File: config.mk
export PLATFORM = sky130hd
export DESIGN_NAME = uart_rx_packetizer_flat
export DESIGN_NICKNAME = d
export VERILOG_FILES = /design/src/rtl/uart_rx_packetizer_if.sv /design/src/rtl/uart_rx_packetizer.sv /design/src/flat_wrapper.sv
export SDC_FILE = /design/constraint.sdc
export NUM_CORES = 1
export LEC_CHECK = 0
export CAP_MARGIN = 5
export CORE_MARGIN = 2
export CORE_UTILIZATION = 40
export CTS_BUF_LIST = sky130_fd_sc_hd__clkbuf_8 sky130_fd_sc_hd__clkbuf_16
export DETAILED_ROUTE_END_ITERATION = 6
export GPL_ROUTABILITY_DRIVEN = 0
export PLACE_DENSITY_LB_ADDON = 0.3
export SLEW_MARGIN = 20
export SYNTH_ARGS = -nofsm -noshare
export SYNTH_HDL_FRONTEND = slang
export SYNTH_SLANG_ARGS = --single-unit
File: constraint.sdc
create_clock -name clk -period 3.1 [get_ports clk]
set_clock_uncertainty 0.05 [all_clocks]
set_input_delay 0.31 -clock clk [delete_from_list [all_inputs] [get_ports clk]]
set_output_delay 0.31 -clock clk [all_outputs]
set_load 0.02 [all_outputs]
File: src/rtl/uart_rx_packetizer_if.sv
// Byte-stream bundle: uart_wrapper RX FIFO side, validated payload stream side, and frame status.
// The packetizer uses the slave modport; the FIFO/consumer environment uses master.
interface uart_rx_packetizer_if #(
    parameter int DATA_BITS = 8
);
    logic                 rx_empty;
    logic [DATA_BITS-1:0] rd_data;
    logic                 rx_err;
    logic                 rd_uart;
    logic [DATA_BITS-1:0] pkt_data;
    logic                 pkt_valid;
    logic                 pkt_last;
    logic                 pkt_ready;
    logic                 pkt_good;
    logic                 pkt_bad;
    logic [1:0]           err_code;
    logic [15:0]          good_cnt;
    logic [15:0]          bad_cnt;

    modport slave (
        input  rx_empty, rd_data, rx_err, pkt_ready,
        output rd_uart, pkt_data, pkt_valid, pkt_last, pkt_good, pkt_bad, err_code, good_cnt, bad_cnt
    );

    modport master (
        output rx_empty, rd_data, rx_err, pkt_ready,
        input  rd_uart, pkt_data, pkt_valid, pkt_last, pkt_good, pkt_bad, err_code, good_cnt, bad_cnt
    );
endinterface

File: src/rtl/uart_rx_packetizer.sv
// Pops bytes from the uart_wrapper RX FIFO, frames SYNC/LEN/payload/CHK, and streams out only
// checksum-valid payloads. Optional inter-byte timeout is enabled by defining PKT_TIMEOUT_EN.
module uart_rx_packetizer #(
    parameter int                   DATA_BITS      = 8,
    parameter int                   MAX_LEN        = 16,
    parameter logic [DATA_BITS-1:0] SYNC_BYTE      = 8'hA5,
    parameter int                   TIMEOUT_CYCLES = 100000
) (
    input  logic                 clk,
    input  logic                 reset,
    uart_rx_packetizer_if.slave  bus
);

    localparam int DEPTH = (MAX_LEN < 2) ? 2 : MAX_LEN;
    localparam int IW    = $clog2(DEPTH);
    localparam int LW    = $clog2(MAX_LEN + 1);

    localparam logic [1:0] ERR_RX  = 2'b00;
    localparam logic [1:0] ERR_LEN = 2'b01;
    localparam logic [1:0] ERR_CHK = 2'b10;
    localparam logic [1:0] ERR_TMO = 2'b11;

    typedef enum logic [2:0] {
        ST_HUNT    = 3'd0,
        ST_LEN     = 3'd1,
        ST_PAYLOAD = 3'd2,
        ST_CHK     = 3'd3,
        ST_EMIT    = 3'd4
    } state_t;

    state_t               state_q, state_d;
    logic [LW-1:0]        len_q, len_d;
    logic [LW-1:0]        idx_q, idx_d;
    logic [LW-1:0]        rd_idx_q, rd_idx_d;
    logic [DATA_BITS-1:0] chk_q, chk_d;
    logic [DATA_BITS-1:0] pkt_data_q, pkt_data_d;
    logic                 pkt_valid_q, pkt_valid_d;
    logic                 pkt_last_q, pkt_last_d;
    logic                 pkt_good_q, pkt_good_d;
    logic                 pkt_bad_q, pkt_bad_d;
    logic [1:0]           err_code_q, err_code_d;
    logic [15:0]          good_cnt_q, good_cnt_d;
    logic [15:0]          bad_cnt_q, bad_cnt_d;
    logic [DATA_BITS-1:0] mem_q [DEPTH];

    logic                 pop_s;
    logic                 in_frame_s;
    logic                 len_bad_s;
    logic                 timeout_s;
    logic                 bad_s;
    logic [1:0]           bad_code_s;
    logic                 mem_we_s;
    logic [LW-1:0]        len_m1_s;
    logic [LW-1:0]        rd_nxt_s;

    // FWFT FIFO: the head byte is consumed in the same cycle rd_uart is high; EMIT never pops.
    always_comb begin
        in_frame_s = (state_q == ST_LEN) || (state_q == ST_PAYLOAD) || (state_q == ST_CHK);
        pop_s      = reset && !bus.rx_empty && (in_frame_s || (state_q == ST_HUNT));
        len_bad_s  = (bus.rd_data == {DATA_BITS{1'b0}}) || (32'(bus.rd_data) > 32'(MAX_LEN));
        len_m1_s   = len_q - LW'(1);
        rd_nxt_s   = rd_idx_q + LW'(1);
    end

`ifdef PKT_TIMEOUT_EN
    localparam int TW = $clog2(TIMEOUT_CYCLES + 1);

    logic [TW-1:0] timer_q, timer_d;

    // Inter-byte timer: counts idle cycles only while a frame is partially received.
    always_comb begin
        timer_d   = timer_q;
        timeout_s = 1'b0;
        if (pop_s || !in_frame_s) begin
            timer_d = {TW{1'b0}};
        end else if (timer_q == TW'(TIMEOUT_CYCLES - 1)) begin
            timer_d   = {TW{1'b0}};
            timeout_s = 1'b1;
        end else begin
            timer_d = timer_q + TW'(1);
        end
    end

    // Timer register.
    always_ff @(posedge clk or negedge reset) begin
        if (!reset) begin
            timer_q <= {TW{1'b0}};
        end else begin
            timer_q <= timer_d;
        end
    end
`else
    // Without the timer a partial frame waits indefinitely for its next byte.
    always_comb begin
        timeout_s = 1'b0;
    end
`endif

    // Frame parser / emitter next-state and registered-output logic.
    always_comb begin
        state_d     = state_q;
        len_d       = len_q;
        idx_d       = idx_q;
        chk_d       = chk_q;
        rd_idx_d    = rd_idx_q;
        pkt_data_d  = pkt_data_q;
        pkt_valid_d = pkt_valid_q;
        pkt_last_d  = pkt_last_q;
        pkt_good_d  = 1'b0;
        bad_s       = 1'b0;
        bad_code_s  = ERR_RX;
        mem_we_s    = 1'b0;
        case (state_q)
            ST_HUNT: begin
                if (pop_s && !bus.rx_err && (bus.rd_data == SYNC_BYTE)) begin
                    state_d = ST_LEN;
                end else begin
                    state_d = ST_HUNT;
                end
            end
            ST_LEN: begin
                if (pop_s) begin
                    if (bus.rx_err) begin
                        bad_s      = 1'b1;
                        bad_code_s = ERR_RX;
                        state_d    = ST_HUNT;
                    end else if (len_bad_s) begin
                        bad_s      = 1'b1;
                        bad_code_s = ERR_LEN;
                        state_d    = ST_HUNT;
                    end else begin
                        len_d   = bus.rd_data[LW-1:0];
                        chk_d   = bus.rd_data;
                        idx_d   = {LW{1'b0}};
                        state_d = ST_PAYLOAD;
                    end
                end else if (timeout_s) begin
                    bad_s      = 1'b1;
                    bad_code_s = ERR_TMO;
                    state_d    = ST_HUNT;
                end else begin
                    state_d = ST_LEN;
                end
            end
            ST_PAYLOAD: begin
                if (pop_s) begin
                    if (bus.rx_err) begin
                        bad_s      = 1'b1;
                        bad_code_s = ERR_RX;
                        state_d    = ST_HUNT;
                    end else begin
                        mem_we_s = 1'b1;
                        chk_d    = chk_q ^ bus.rd_data;
                        idx_d    = idx_q + LW'(1);
                        if (idx_q == len_m1_s) begin
                            state_d = ST_CHK;
                        end else begin
                            state_d = ST_PAYLOAD;
                        end
                    end
                end else if (timeout_s) begin
                    bad_s      = 1'b1;
                    bad_code_s = ERR_TMO;
                    state_d    = ST_HUNT;
                end else begin
                    state_d = ST_PAYLOAD;
                end
            end
            ST_CHK: begin
                if (pop_s) begin
                    if (bus.rx_err) begin
                        bad_s      = 1'b1;
                        bad_code_s = ERR_RX;
                        state_d    = ST_HUNT;
                    end else if (bus.rd_data == chk_q) begin
                        pkt_good_d = 1'b1;
                        rd_idx_d   = {LW{1'b0}};
                        state_d    = ST_EMIT;
                    end else begin
                        bad_s      = 1'b1;
                        bad_code_s = ERR_CHK;
                        state_d    = ST_HUNT;
                    end
                end else if (timeout_s) begin
                    bad_s      = 1'b1;
                    bad_code_s = ERR_TMO;
                    state_d    = ST_HUNT;
                end else begin
                    state_d = ST_CHK;
                end
            end
            ST_EMIT: begin
                // First cycle after pkt_good loads byte 0; afterwards advance only on transfer.
                if (!pkt_valid_q) begin
                    pkt_valid_d = 1'b1;
                    pkt_data_d  = mem_q[rd_idx_q[IW-1:0]];
                    pkt_last_d  = (rd_idx_q == len_m1_s);
                end else if (bus.pkt_ready) begin
                    if (pkt_last_q) begin
                        pkt_valid_d = 1'b0;
                        pkt_last_d  = 1'b0;
                        state_d     = ST_HUNT;
                    end else begin
                        rd_idx_d   = rd_nxt_s;
                        pkt_data_d = mem_q[rd_nxt_s[IW-1:0]];
                        pkt_last_d = (rd_nxt_s == len_m1_s);
                    end
                end else begin
                    pkt_valid_d = 1'b1;
                end
            end
            default: begin
                state_d     = ST_HUNT;
                pkt_valid_d = 1'b0;
                pkt_last_d  = 1'b0;
            end
        endcase

        pkt_bad_d  = bad_s;
        err_code_d = bad_s ? bad_code_s : err_code_q;
        good_cnt_d = (pkt_good_d && (good_cnt_q != 16'hFFFF)) ? (good_cnt_q + 16'd1) : good_cnt_q;
        bad_cnt_d  = (pkt_bad_d && (bad_cnt_q != 16'hFFFF)) ? (bad_cnt_q + 16'd1) : bad_cnt_q;
    end

    // State, control and output registers.
    always_ff @(posedge clk or negedge reset) begin
        if (!reset) begin
            state_q     <= ST_HUNT;
            len_q       <= {LW{1'b0}};
            idx_q       <= {LW{1'b0}};
            rd_idx_q    <= {LW{1'b0}};
            chk_q       <= {DATA_BITS{1'b0}};
            pkt_data_q  <= {DATA_BITS{1'b0}};
            pkt_valid_q <= 1'b0;
            pkt_last_q  <= 1'b0;
            pkt_good_q  <= 1'b0;
            pkt_bad_q   <= 1'b0;
            err_code_q  <= 2'b00;
            good_cnt_q  <= 16'd0;
            bad_cnt_q   <= 16'd0;
        end else begin
            state_q     <= state_d;
            len_q       <= len_d;
            idx_q       <= idx_d;
            rd_idx_q    <= rd_idx_d;
            chk_q       <= chk_d;
            pkt_data_q  <= pkt_data_d;
            pkt_valid_q <= pkt_valid_d;
            pkt_last_q  <= pkt_last_d;
            pkt_good_q  <= pkt_good_d;
            pkt_bad_q   <= pkt_bad_d;
            err_code_q  <= err_code_d;
            good_cnt_q  <= good_cnt_d;
            bad_cnt_q   <= bad_cnt_d;
        end
    end

    // Payload buffer; contents are meaningless until a frame has been parsed, so no reset.
    always_ff @(posedge clk) begin
        if (mem_we_s) begin
            mem_q[idx_q[IW-1:0]] <= bus.rd_data;
        end
    end

    assign bus.rd_uart   = pop_s;
    assign bus.pkt_data  = pkt_data_q;
    assign bus.pkt_valid = pkt_valid_q;
    assign bus.pkt_last  = pkt_last_q;
    assign bus.pkt_good  = pkt_good_q;
    assign bus.pkt_bad   = pkt_bad_q;
    assign bus.err_code  = err_code_q;
    assign bus.good_cnt  = good_cnt_q;
    assign bus.bad_cnt   = bad_cnt_q;

endmodule

File: src/flat_wrapper.sv
// flat-port wrapper written by rule: the top's interface ports become plain ports
module uart_rx_packetizer_flat 
#(
    parameter int                   DATA_BITS      = 8,
    parameter int                   MAX_LEN        = 16,
    parameter logic [DATA_BITS-1:0] SYNC_BYTE      = 8'hA5,
    parameter int                   TIMEOUT_CYCLES = 100000
)
  (clk, reset, bus_rx_empty, bus_rd_data, bus_rx_err, bus_pkt_ready, bus_rd_uart, bus_pkt_data, bus_pkt_valid, bus_pkt_last, bus_pkt_good, bus_pkt_bad, bus_err_code, bus_good_cnt, bus_bad_cnt);
  uart_rx_packetizer_if #(.DATA_BITS(DATA_BITS)) bus_i ();
  input  logic clk;
  input  logic reset;
  input wire logic [$bits(bus_i.rx_empty)-1:0] bus_rx_empty;
  input wire logic [$bits(bus_i.rd_data)-1:0] bus_rd_data;
  input wire logic [$bits(bus_i.rx_err)-1:0] bus_rx_err;
  input wire logic [$bits(bus_i.pkt_ready)-1:0] bus_pkt_ready;
  output wire logic [$bits(bus_i.rd_uart)-1:0] bus_rd_uart;
  output wire logic [$bits(bus_i.pkt_data)-1:0] bus_pkt_data;
  output wire logic [$bits(bus_i.pkt_valid)-1:0] bus_pkt_valid;
  output wire logic [$bits(bus_i.pkt_last)-1:0] bus_pkt_last;
  output wire logic [$bits(bus_i.pkt_good)-1:0] bus_pkt_good;
  output wire logic [$bits(bus_i.pkt_bad)-1:0] bus_pkt_bad;
  output wire logic [$bits(bus_i.err_code)-1:0] bus_err_code;
  output wire logic [$bits(bus_i.good_cnt)-1:0] bus_good_cnt;
  output wire logic [$bits(bus_i.bad_cnt)-1:0] bus_bad_cnt;
  assign bus_i.rx_empty = bus_rx_empty;
  assign bus_i.rd_data = bus_rd_data;
  assign bus_i.rx_err = bus_rx_err;
  assign bus_i.pkt_ready = bus_pkt_ready;
  assign bus_rd_uart = bus_i.rd_uart;
  assign bus_pkt_data = bus_i.pkt_data;
  assign bus_pkt_valid = bus_i.pkt_valid;
  assign bus_pkt_last = bus_i.pkt_last;
  assign bus_pkt_good = bus_i.pkt_good;
  assign bus_pkt_bad = bus_i.pkt_bad;
  assign bus_err_code = bus_i.err_code;
  assign bus_good_cnt = bus_i.good_cnt;
  assign bus_bad_cnt = bus_i.bad_cnt;
  uart_rx_packetizer #(.DATA_BITS(DATA_BITS), .MAX_LEN(MAX_LEN), .SYNC_BYTE(SYNC_BYTE), .TIMEOUT_CYCLES(TIMEOUT_CYCLES)) u_core (.clk(clk), .reset(reset), .bus(bus_i));
endmodule
==> impl_results.html <==
<table>
<tr><th>Metric</th><th>Value</th></tr>
<tr><th colspan="2">Route</th></tr>
<tr><td>Violation count after the first detailed-routing iteration</td><td>660</td></tr>
<tr><td>Post-detailed-route count of antenna-violating nets</td><td>0</td></tr>
<tr><td>Total Routed Length</td><td>26100 microns</td></tr>
<tr><td>Via density per instance</td><td>5.79</td></tr>
<tr><td>Avg WL per Cell</td><td>22.0 microns</td></tr>
<tr><td>Total vias in the final route</td><td>6873</td></tr>
<tr><td>Number of search-and-repair iterations in the first detailed-routing pass</td><td>5</td></tr>
<tr><td>Drt drc</td><td>0</td></tr>
<tr><th colspan="2">Timing</th></tr>
<tr><td>Hold violation count in the final report</td><td>0</td></tr>
<tr><td>Max Slew Vio Count</td><td>0</td></tr>
<tr><td>Pin slew with the least headroom to its limit</td><td>0.999 ns</td></tr>
<tr><td>Count of final setup violators</td><td>0</td></tr>
<tr><td>Fin crit share</td><td>87.0%</td></tr>
<tr><td>Setup WS post-layout</td><td>0.403 ns</td></tr>
<tr><td>Max-Slew Margin vs Limit</td><td>33.4%</td></tr>
<tr><td>Maximum operating frequency</td><td>371 MHz</td></tr>
<tr><td>RSZ-0062 raised after global routing</td><td>false</td></tr>
<tr><td>Time the final worst path needs with I/O delays and setup</td><td>2.70 ns</td></tr>
<tr><th colspan="2">Floorplan</th></tr>
<tr><td>Initial Util</td><td>40.6%</td></tr>
<tr><td>Area enclosed by the die boundary</td><td>0.0267 sq mm</td></tr>
<tr><td>Total core area</td><td>0.0250 sq mm</td></tr>
<tr><td>Die outline height</td><td>163 microns</td></tr>
<tr><td>Boundary Pins</td><td>60</td></tr>
<tr><td>Total number of placement rows</td><td>58</td></tr>
<tr><td>Die Span X</td><td>163 microns</td></tr>
<tr><th colspan="2">Setup path</th></tr>
<tr><td>Number of cells on the worst reg-to-reg path</td><td>6</td></tr>
<tr><td>Setup CP Type</td><td>primary input to flip-flop</td></tr>
<tr><td>Endpoint arrival time on the critical path</td><td>3.01 ns</td></tr>
<tr><td>Kind of start point of the critical path</td><td>primary input</td></tr>
<tr><td>Highest net fanout along the worst path</td><td>8</td></tr>
<tr><td>Type of destination of the critical path</td><td>flip-flop</td></tr>
<tr><td>Required time at the worst-slack endpoint</td><td>3.41 ns</td></tr>
<tr><th colspan="2">Synth</th></tr>
<tr><td>Main combinational cell family by area after synthesis</td><td>multiplexers</td></tr>
<tr><td>Xor-xnor portion of the synthesized cell area</td><td>5.12%</td></tr>
<tr><td>Library cells used by synthesis</td><td>66</td></tr>
<tr><td>Dominant register cell in the synthesized netlist</td><td>sky130_fd_sc_hd__edfxtp_1</td></tr>
<tr><td>Number of enable-type register cells in the synthesized netlist</td><td>128</td></tr>
<tr><td>Fraction of the mapped netlist area in compound gates</td><td>7.61%</td></tr>
<tr><td>Share of synthesized area occupied by flip-flops and latches</td><td>55.5%</td></tr>
<tr><td>Multiplexer share of the synthesized area</td><td>14.8%</td></tr>
<tr><td>Register bit total from synthesis</td><td>200</td></tr>
<tr><td>Share of synthesized registers carrying an async set or reset</td><td>36.0%</td></tr>
<tr><td>Mean area per synthesized cell</td><td>13.1 sq um</td></tr>
<tr><td>Adder and majority gate portion of the synthesized area</td><td>0.985%</td></tr>
<tr><td>Number of nets produced by synthesis</td><td>798</td></tr>
<tr><td>Basic-gate share of the synthesized area counting and, or, nand and nor cells</td><td>13.4%</td></tr>
<tr><td>Number of standard cells after synthesis</td><td>777</td></tr>
<tr><td>Total number of yosys warnings</td><td>0</td></tr>
<tr><td>Mapped cell area</td><td>0.0102 sq mm</td></tr>
<tr><th colspan="2">Global route</th></tr>
<tr><td>Initial antenna violation count</td><td>0</td></tr>
<tr><td>Total gr overflow</td><td>0</td></tr>
<tr><td>Pin count of the biggest net entering global routing</td><td>99</td></tr>
<tr><td>Total global-route track usage</td><td>20.0%</td></tr>
<tr><td>Wire length of the first global-routing pass</td><td>39700 microns</td></tr>
<tr><td>Via count of the first global-routing pass</td><td>6851</td></tr>
<tr><th colspan="2">Placed design</th></tr>
<tr><td>Worst-case setup slack after placement</td><td>-0.0428 ns</td></tr>
<tr><td>PortBufs</td><td>59</td></tr>
<tr><td>Half-perimeter wire length after placement</td><td>17000 microns</td></tr>
<tr><th colspan="2">Final layout</th></tr>
<tr><td>Utilization after layout</td><td>47.3%</td></tr>
<tr><td>Net count reported at finish</td><td>865</td></tr>
<tr><td>Fraction of final layout cells sized beyond drive strength 1</td><td>17.7%</td></tr>
<tr><td>Count of fill cells added during filler insertion</td><td>2239</td></tr>
<tr><td>Antenna cell count</td><td>0</td></tr>
<tr><td>Area added between synthesis and finish</td><td>16.5%</td></tr>
<tr><th colspan="2">Clock network</th></tr>
<tr><td>Clock input transition at the sequential cells of the worst setup and hold paths</td><td>0.08 ns</td></tr>
<tr><td>Number of buffers between clock root and the deepest sink</td><td>2</td></tr>
<tr><td>Source-to-sink clock delay at the later pin of the worst-skew pair</td><td>0.44 ns</td></tr>
<tr><td>Resized Gates After CTS</td><td>0</td></tr>
<tr><td>CTS tree</td><td>yes</td></tr>
<tr><td>Number of buffers added to fix hold violations after cts</td><td>0</td></tr>
<tr><td>Number of H-tree levels</td><td>4</td></tr>
<tr><td>Total clock sinks</td><td>200</td></tr>
<tr><td>Number of buffers created by CTS</td><td>17</td></tr>
<tr><td>Clock tree root buffer cell</td><td>sky130_fd_sc_hd__clkbuf_16</td></tr>
<tr><td>Post-CTS repair timing setup buffer count</td><td>0</td></tr>
<tr><th colspan="2">Pwr</th></tr>
<tr><td>Cell Pwr Density</td><td>694 mW/mm^2</td></tr>
<tr><td>Standby leakage power</td><td>0.00430 uW</td></tr>
<tr><td>IR Drop Worst-Case VDD</td><td>0.000662 V</td></tr>
<tr><th colspan="2">Worst hold path</th></tr>
<tr><td>Worst min path class</td><td>primary input to asynchronous set/reset pin</td></tr>
<tr><th colspan="2">Outcome</th></tr>
<tr><td>Status</td><td>completed</td></tr>
<tr><th colspan="2">Run</th></tr>
<tr><td>Total of max-cap violations</td><td>0</td></tr>
</table>
==> cells in the final DEF, fill, tap and decap left out, types with 7 or more instances in the layout <==
cell,n
sky130_fd_sc_hd__clkdlybuf4s50_1,58
sky130_fd_sc_hd__dfrtp_1,71
sky130_fd_sc_hd__nor4_1,7
sky130_fd_sc_hd__and3_1,18
sky130_fd_sc_hd__nor3_1,24
sky130_fd_sc_hd__nand2b_1,12
sky130_fd_sc_hd__nand2_1,44
sky130_fd_sc_hd__o31ai_1,7
sky130_fd_sc_hd__o22ai_1,8
sky130_fd_sc_hd__nand3_1,55
sky130_fd_sc_hd__mux4_2,34
sky130_fd_sc_hd__o21ai_0,15
sky130_fd_sc_hd__clkbuf_16,17
sky130_fd_sc_hd__ha_1,8
sky130_fd_sc_hd__mux2i_1,31
sky130_fd_sc_hd__inv_1,11
sky130_fd_sc_hd__nand4_1,13
sky130_fd_sc_hd__a21oi_1,20
sky130_fd_sc_hd__a22oi_1,15
sky130_fd_sc_hd__mux2_2,38
sky130_fd_sc_hd__nand3b_1,9
sky130_fd_sc_hd__xnor2_1,34
sky130_fd_sc_hd__and2_1,14
sky130_fd_sc_hd__edfxtp_1,128
sky130_fd_sc_hd__o32a_1,7
sky130_fd_sc_hd__nor2_1,15
sky130_fd_sc_hd__and4_1,7
sky130_fd_sc_hd__buf_4,34
sky130_fd_sc_hd__clkinv_8,7
sky130_fd_sc_hd__a31oi_1,10
sky130_fd_sc_hd__xor2_1,19
==> final cells by class <==
type                    count  area (sq um)  share of cell area (%)
well taps                 330           413                    3.49
clock inverters            15           196                    1.66
flip-flops and latches    200          5650                    47.7
inverters                  11          41.3                   0.349
multi-input cells         521          4260                    36.0
repair buffers             93           856                    7.23
clock buffers              17           425                    3.59
==> synthesized netlist by cell type (4+ instances only) <==
cell	count	area, sq um
sky130_fd_sc_hd__xnor2_1	34	298
sky130_fd_sc_hd__inv_1	11	41.3
sky130_fd_sc_hd__buf_2	13	65.1
sky130_fd_sc_hd__xor2_1	19	166
sky130_fd_sc_hd__nand3b_1	9	67.6
sky130_fd_sc_hd__clkbuf_1	25	93.8
sky130_fd_sc_hd__ha_1	8	100
sky130_fd_sc_hd__nor2_1	15	56.3
sky130_fd_sc_hd__a22oi_1	15	113
sky130_fd_sc_hd__nor3_1	24	120
sky130_fd_sc_hd__o32a_1	7	70.1
sky130_fd_sc_hd__nand4_1	13	81.3
sky130_fd_sc_hd__nand2_1	44	165
sky130_fd_sc_hd__mux4_2	34	766
sky130_fd_sc_hd__mux2i_1	31	310
sky130_fd_sc_hd__and3_1	18	113
sky130_fd_sc_hd__a21oi_1	20	100
sky130_fd_sc_hd__nand3_1	55	275
sky130_fd_sc_hd__o21ai_0	15	75.1
sky130_fd_sc_hd__and4_1	7	61.3
sky130_fd_sc_hd__dfrtp_1	72	1800
sky130_fd_sc_hd__o22ai_1	8	50.1
sky130_fd_sc_hd__mux2_2	38	428
sky130_fd_sc_hd__o31ai_1	7	52.6
sky130_fd_sc_hd__or4_1	4	30.0
sky130_fd_sc_hd__nand2b_1	12	75.1
sky130_fd_sc_hd__and2_1	14	87.6
sky130_fd_sc_hd__a21o_1	5	37.5
sky130_fd_sc_hd__buf_4	5	37.5
sky130_fd_sc_hd__edfxtp_1	128	3840
sky130_fd_sc_hd__a31oi_1	10	62.6
sky130_fd_sc_hd__nor4_1	7	43.8
==> path summary, 6_finish.rpt <==
check	slack (ns)	endpoint	from
worst min register to register	0.44	u_core.bus.good_cnt[5]$_DFFE_PN0P_	u_core.bus.good_cnt[5]$_DFFE_PN0P_
worst min-delay path	0.06	u_core.bus.bad_cnt[3]$_DFFE_PN0P_	reset
worst max-delay path	0.40	u_core.chk_q[1]$_DFFE_PN0P_	bus_rd_data[0]
worst max register to register	0.52	u_core.bus.pkt_data[3]$_DFFE_PN0P_	u_core.rd_idx_q[0]$_DFFE_PN0P_
max in group asynchronous	2.21	u_core.rd_idx_q[0]$_DFFE_PN0P_	reset
min in group clk	0.44	u_core.bus.good_cnt[5]$_DFFE_PN0P_	u_core.bus.good_cnt[5]$_DFFE_PN0P_
==> where the power goes <==
group | internal, uW | switching (uW) | total [uW]
Clock | 1110 | 1170 | 2280
Sequential | 2940 | 140 | 3080
Combinational | 1220 | 1640 | 2860
Total | 5270 | 2960 | 8220
==> critical path, cell delays in order <==
cell                              delay (ns)
sky130_fd_sc_hd__clkdlybuf4s50_1        0.54
sky130_fd_sc_hd__nor4_1                 0.64
sky130_fd_sc_hd__mux2i_1                0.67
sky130_fd_sc_hd__nand2b_1               0.37
sky130_fd_sc_hd__buf_4                  0.23
sky130_fd_sc_hd__a21oi_1                0.08
sky130_fd_sc_hd__a31oi_1                0.17
==> stage by stage <==
stage | cell area (sq um) | hold slack [ns] | setup TNS, ns | std cells | total power (uW)
2_1_floorplan | 10200 | -0.0356 | 0 | 777 | 5090
3_3_place_gp | 11200 | 0.411 | -0.118 | 1155 | 5960
6_report | 11800 | 0.0568 | 0 | 1187 | 8220
3_5_place_dp | 11200 | 0.417 | -0.284 | 1155 | 5990
4_1_cts | 11800 | 0.117 | 0 | 1187 | 8250
5_1_grt | 11800 | 0.154 | 0 | 1187 | 8560
==> cell families (layout without fill, tap and decap cells) <==
logic type / count (synthesis) / after routing
compound gates: 111 / 111
fa+ha+maj: 8 / 8
simple gates: 243 / 243
buf+inv: 56 / 136
xor+xnor: 56 / 56
flops: 200 / 200
mux: 103 / 103
==> routing by layer <==
| metal | GRT usage, % | wire [microns] | up-vias |
|---|---|---|---|
| met1 | 27.0 | 11500 | 3459 |
| met5 | 0 | 0 | - |
| met3 | 4.29 | 1580 | 35 |
| li1 | - | - | 3157 |
| met4 | 6.15 | 512 | 0 |
| met2 | 32.4 | 12500 | 222 |
==> flip-flops by register name (all words and copies together) (netlist names) <==
| name | flops |
|---|---|
| u_core.bus.bad_cnt | 16 |
| u_core.bus.err_code | 2 |
| u_core.bus.good_cnt | 16 |
| u_core.bus.pkt_bad | 1 |
| u_core.bus.pkt_data | 8 |
| u_core.bus.pkt_good | 1 |
| u_core.bus.pkt_last | 1 |
| u_core.bus.pkt_valid | 1 |
| u_core.chk_q | 8 |
| u_core.idx_q | 5 |
| u_core.len_q | 5 |
| u_core.mem_q | 128 |
| u_core.rd_idx_q | 5 |
| u_core.state_q | 3 |
(Power assumes the default switching activity.)
